File: src/rtl/microsequencer_pkg.sv
// Shared microsequencer encodings and the microstore address width.
// The address width is shared with the instruction encoder and the microstore ROM.
package microsequencer_pkg;

    localparam int unsigned MSEQ_AW = 7;

    typedef enum logic [2:0] {
        NS_ENCODER = 3'd0,
        NS_INCR    = 3'd1,
        NS_JUMP    = 3'd2,
        NS_CJUMP   = 3'd3,
        NS_WAIT    = 3'd4,
        NS_CALL    = 3'd5,
        NS_RETURN  = 3'd6,
        NS_HOLD    = 3'd7
    } ns_sel_e;

    typedef enum logic [1:0] {
        CS_MFC  = 2'd0,
        CS_PASS = 2'd1,
        CS_Z    = 2'd2,
        CS_TRUE = 2'd3
    } cond_sel_e;

endpackage

File: src/rtl/microseq_stack.sv
// Return-address LIFO for the microsequencer.
// When it is full, a push overwrites the oldest entry because the pointer wraps.
module microseq_stack #(
    parameter int unsigned AW    = 7,
    parameter int unsigned DEPTH = 4
) (
    input  logic          clk,
    input  logic          reset,
    input  logic          push,
    input  logic          pop,
    input  logic [AW-1:0] push_data,
    output logic [AW-1:0] top_c,
    output logic          full_c,
    output logic          empty_c
);

    localparam int unsigned PW = (DEPTH > 1) ? $clog2(DEPTH) : 1;

    logic [AW-1:0] mem [DEPTH];
    logic [PW-1:0] ptr;
    logic [PW:0]   count;

    assign full_c  = (count == (PW+1)'(DEPTH));
    assign empty_c = (count == '0);
    assign top_c   = mem[ptr - PW'(1)];

    // The count saturates at DEPTH, so after a wrap it still counts the valid entries.
    always_ff @(posedge clk) begin
        if (reset) begin
            ptr   <= '0;
            count <= '0;
            for (int i = 0; i < int'(DEPTH); i++) mem[i] <= '0;
        end else if (push) begin
            mem[ptr] <= push_data;
            ptr      <= ptr + PW'(1);
            if (!full_c) count <= count + (PW+1)'(1);
        end else if (pop && !empty_c) begin
            ptr   <= ptr - PW'(1);
            count <= count - (PW+1)'(1);
        end
    end

endmodule

File: src/rtl/microsequencer.sv
// Next-address unit for the microstore ROM.
// Defining MSEQ_STACK_EN adds a CALL/RETURN return stack; without it CALL acts as JUMP.
module microsequencer
    import microsequencer_pkg::*;
#(
    parameter int unsigned    AW          = MSEQ_AW,
    parameter logic [AW-1:0]  RESET_STATE = '0,
    parameter int unsigned    STACK_DEPTH = 4
) (
    input  logic          clk,
    input  logic          reset,
    input  logic [AW-1:0] enc_addr,
    input  logic [2:0]    ns_sel,
    input  logic [AW-1:0] cr_addr,
    input  logic [1:0]    cond_sel,
    input  logic          cond_inv,
    input  logic          mfc,
    input  logic          cond_pass,
    input  logic          z_flag,
    input  logic          stall,
    output logic [AW-1:0] state,
    output logic          dispatch,
    output logic          seq_err
);

    if ((STACK_DEPTH == 0) || ((STACK_DEPTH & (STACK_DEPTH - 1)) != 0)) begin : g_bad_depth
        $error("STACK_DEPTH must be a power of two");
    end

    logic [AW-1:0] inc_c;
    logic          cond_c;
    logic [AW-1:0] state_nxt;
    logic          dispatch_nxt;
    logic          err_nxt;

    assign inc_c = state + AW'(1);

`ifdef MSEQ_STACK_EN
    logic          push_c;
    logic          pop_c;
    logic [AW-1:0] top_c;
    logic          full_c;
    logic          empty_c;

    microseq_stack #(
        .AW    (AW),
        .DEPTH (STACK_DEPTH)
    ) u_stack (
        .clk       (clk),
        .reset     (reset),
        .push      (push_c),
        .pop       (pop_c),
        .push_data (inc_c),
        .top_c     (top_c),
        .full_c    (full_c),
        .empty_c   (empty_c)
    );
`endif

    // Select the status condition, optionally inverted.
    always_comb begin
        cond_c = 1'b0;
        case (cond_sel)
            CS_MFC:  cond_c = mfc;
            CS_PASS: cond_c = cond_pass;
            CS_Z:    cond_c = z_flag;
            default: cond_c = 1'b1;
        endcase
        cond_c = cond_c ^ cond_inv;
    end

    // Select the next address. A stall leaves every default in place.
    always_comb begin
        state_nxt    = state;
        dispatch_nxt = 1'b0;
        err_nxt      = seq_err;
`ifdef MSEQ_STACK_EN
        push_c       = 1'b0;
        pop_c        = 1'b0;
`endif
        if (!stall) begin
            case (ns_sel)
                NS_ENCODER: begin
                    state_nxt    = enc_addr;
                    dispatch_nxt = 1'b1;
                end
                NS_INCR:  state_nxt = inc_c;
                NS_JUMP:  state_nxt = cr_addr;
                NS_CJUMP: state_nxt = cond_c ? cr_addr : inc_c;
                NS_WAIT:  state_nxt = cond_c ? inc_c : state;
`ifdef MSEQ_STACK_EN
                NS_CALL: begin
                    state_nxt = cr_addr;
                    push_c    = 1'b1;
                    if (full_c) err_nxt = 1'b1;
                end
                NS_RETURN: begin
                    if (empty_c) begin
                        state_nxt = RESET_STATE;
                        err_nxt   = 1'b1;
                    end else begin
                        state_nxt = top_c;
                        pop_c     = 1'b1;
                    end
                end
`else
                NS_CALL:   state_nxt = cr_addr;
                NS_RETURN: state_nxt = RESET_STATE;
`endif
                default:   state_nxt = state;
            endcase
        end
    end

    always_ff @(posedge clk) begin
        if (reset) begin
            state    <= RESET_STATE;
            dispatch <= 1'b0;
            seq_err  <= 1'b0;
        end else begin
            state    <= state_nxt;
            dispatch <= dispatch_nxt;
            seq_err  <= err_nxt;
        end
    end

endmodule

File: config.mk
export PLATFORM = sky130hd
export DESIGN_NAME = microsequencer
export DESIGN_NICKNAME = d
export VERILOG_FILES = /design/src/rtl/microsequencer_pkg.sv /design/src/rtl/microseq_stack.sv /design/src/rtl/microsequencer.sv
export SDC_FILE = /design/constraint.sdc
export NUM_CORES = 1
export LEC_CHECK = 0
export CORE_AREA = 4 4 49 51
export DETAILED_ROUTE_END_ITERATION = 12
export DIE_AREA = 0 0 53 55
export GPL_ROUTABILITY_DRIVEN = 1
export PLACE_DENSITY_LB_ADDON = 0.08
export SYNTH_ARGS = -nofsm -noshare
export SYNTH_HDL_FRONTEND = slang
export SYNTH_SLANG_ARGS = --single-unit
File: constraint.sdc
create_clock -name clk -period 6.65 [get_ports clk]
set_clock_uncertainty 0.05 [all_clocks]
set_input_delay 1.995 -clock clk [delete_from_list [all_inputs] [get_ports clk]]
set_output_delay 1.995 -clock clk [all_outputs]
set_load 0.1 [all_outputs]
==> impl_metrics.json <==
{
  "status": "completed",
  "finalMaxSlewViolations": 0,
  "portBuffers": 33,
  "n_fill_cell": 189,
  "ctsResizeCount": 0,
  "antenna_cells": 0,
  "hold_path_class": "reg -> reg",
  "max_cap_violations": 0,
  "grt_pass1_wl_um": 4460,
  "critPathCaptureType": "flop",
  "r2r_cells": 6,
  "cts_max_path_buffers": 2,
  "ios": 35,
  "post-route-period-util": 0.626,
  "vdd_ir_drop_max_mv": 0.190,
  "holdBufCountCts": 0,
  "grt_util_met2": 0.347,
  "ys_warn_count": 0,
  "numClockSinks": 8,
  "fin_crit_ns": 4.16,
  "drive_gt1_frac": 0.0769,
  "cts_tree": "yes",
  "fmax_ghz": 0.240,
  "die_width_um": 53,
  "nets": 172,
  "wirelength_um": 2820,
  "cts_setup_buffers": 0,
  "synth_xor_area_frac": 0.0485,
  "worst_setup_path_start_kind": "primary input",
  "ys.flop_type": "dfxtp_1",
  "p_per_area_nw_per_um2": 153,
  "synth-simple-area-share": 0.177,
  "area_growth_pct": 39.5,
  "cts-root-buf": "clkbuf_4",
  "cts_buffers": 3,
  "routed_via_density": 6.52,
  "insertion_delay_ns": 0.26,
  "synth-edff-count": 0,
  "syn_nets": 141,
  "relSlewSlack": 0.347,
  "use_met3": 0.0483,
  "synth_adder_area_share": 0.0139,
  "gp_congestion": 0.873,
  "core_sq_um": 1940,
  "yosysTopAreaCellShare": 0.177,
  "synth.most_common_cell": "a21oi_1",
  "drt-initial-drc-count": 30,
  "grt_max_degree": 30,
  "cts-htree-levels": 1,
  "grt-ovfl-total": 0,
  "worstMarginPinSlew_ns": 0.977,
  "route.detailed.drc": 0,
  "grt_use_total": 0.207,
  "setup_viol": 0,
  "multi_input_comb_area_sq_um": 698,
  "p_leak_nw": 0.424,
  "crit_type": "in -> reg",
  "syn_area_sq_um": 903,
  "seq_area_sq_um": 160,
  "synth_top_cells_by_count": "a21oi_1, dfxtp_1, a32o_1",
  "grtUsageMet1": 0.253,
  "synth_cell_type_count": 42,
  "cp.required_ns": 6.80,
  "synthMuxAreaShare": 0.0471,
  "globalRoute.busiestLayer": "met2",
  "antenna_found_initial": 0,
  "dr.pass1.iters": 5,
  "die_area_sq_um": 2920,
  "grt_pass1_vias": 1010,
  "drtAntennaViolNets": 0,
  "utilization": 0.649,
  "synth-compound-area-share": 0.482,
  "fp.dieH_um": 55,
  "yosysTopAreaCell": "dfxtp_1",
  "rsz0062_at_grt": "no",
  "synth_seq_cells": 8,
  "async_flop_share": 0,
  "worstPathArrival_ns": 4.32,
  "seq_area_frac_synth": 0.177,
  "avgSynthCellArea_sq_um": 7.92,
  "rows": 16,
  "tns_ns": 0,
  "path_max_fanout": 13,
  "initial_utilization": 0.465,
  "dp_hpwl_um": 2130,
  "clk_pin_slew_worst_paths_ns": 0.06,
  "wl_per_cell_um": 16.6,
  "hold_violations": 0,
  "vias": 1108,
  "synth_top_family_by_area": "compound AO/OA/AOI/OAI gates",
  "synthTopCellsByArea": "dfxtp_1, a32o_1, a21oi_1, a22oi_1, o22a_1",
  "synthCells": 114,
  "holdPathStages": 1
}
-- final timing paths --
path	from	endpoint	slack, ns
max	ns_sel[0]	state[0]	2.49
min reg2reg	state[6]	state[6]	0.48
min	state[6]	state[6]	0.48
max reg2reg	state[0]	state[4]	4.84
-- registers in the layout, indices dropped and copies added, names as in the netlist --
signal / cells
state: 7
dispatch: 1
-- power by group --
group,switching [mW],internal (mW)
Clock,0.0169,0.0207
Combinational,0.0609,0.0381
Sequential,0.00461,0.0514
-- cells in the final DEF (no fill, tap or decap), types with 2 or more instances in the layout --
cell type,netlist,final
nand3_1,5,5
inv_1,4,4
o22ai_1,3,3
o221ai_1,2,2
o21ai_0,5,5
a21o_1,2,2
nor2_1,5,5
mux2i_1,2,2
a21oi_1,12,12
clkdlybuf4s50_1,0,33
a22oi_1,4,4
nand2_1,5,5
clkbuf_4,0,3
or4_1,2,2
o22a_1,3,3
xor2_1,3,3
o211ai_1,3,3
a211oi_1,2,2
mux2_2,2,2
xnor2_1,2,2
a32o_1,7,7
o21ai_1,2,2
a21boi_0,2,2
or3_1,4,4
nor4_1,2,2
dfxtp_1,8,8
-- critical path, stage by stage --
cell and delay, ns:
clkdlybuf4s50_1 0.64, nor2_1 0.82, a21boi_0 0.32, o22a_1 0.28
o21ai_0 0.08, a32o_1 0.18
-- cell type report --
cell class	instances	share of cell area
tap	27	0.0268
timing repair buffer	33	0.262
inverter	4	0.0119
sequential	8	0.127
clock buffer	3	0.0179
multi-input combinational	95	0.554
-- metal layers --
layer,vias to the layer above,part of all wire
met5,-,0
met4,0,0.029
met3,9,0.069
met2,55,0.48
met1,518,0.42
li1,526,-
-- through the flow --
| stage | cell area [sq um] | std cells | hold WS [ns] | setup slack, ns | total power, mW |
|---|---|---|---|---|---|
| floorplan | 903 | 114 | 1.01 | 3.19 | 0.122 |
| global placement | 1240 | 167 | 0.467 | 2.30 | 0.154 |
| detailed placement | 1240 | 167 | 0.464 | 2.27 | 0.155 |
| CTS | 1260 | 170 | 0.481 | 2.55 | 0.193 |
| global route | 1260 | 170 | 0.530 | 2.34 | 0.202 |
| finish | 1260 | 170 | 0.478 | 2.49 | 0.193 |
-- cells by family after synthesis --
group	Yosys count
AO/OA/AOI/OAI	56
XOR/XNOR	5
buffers and inverters	11
other	1
AND/OR/NAND/NOR	28
multiplexers	4
flip-flops	8
adder cells (fa/ha/maj)	1
Note: power is estimated with default switching activity, not from simulation.
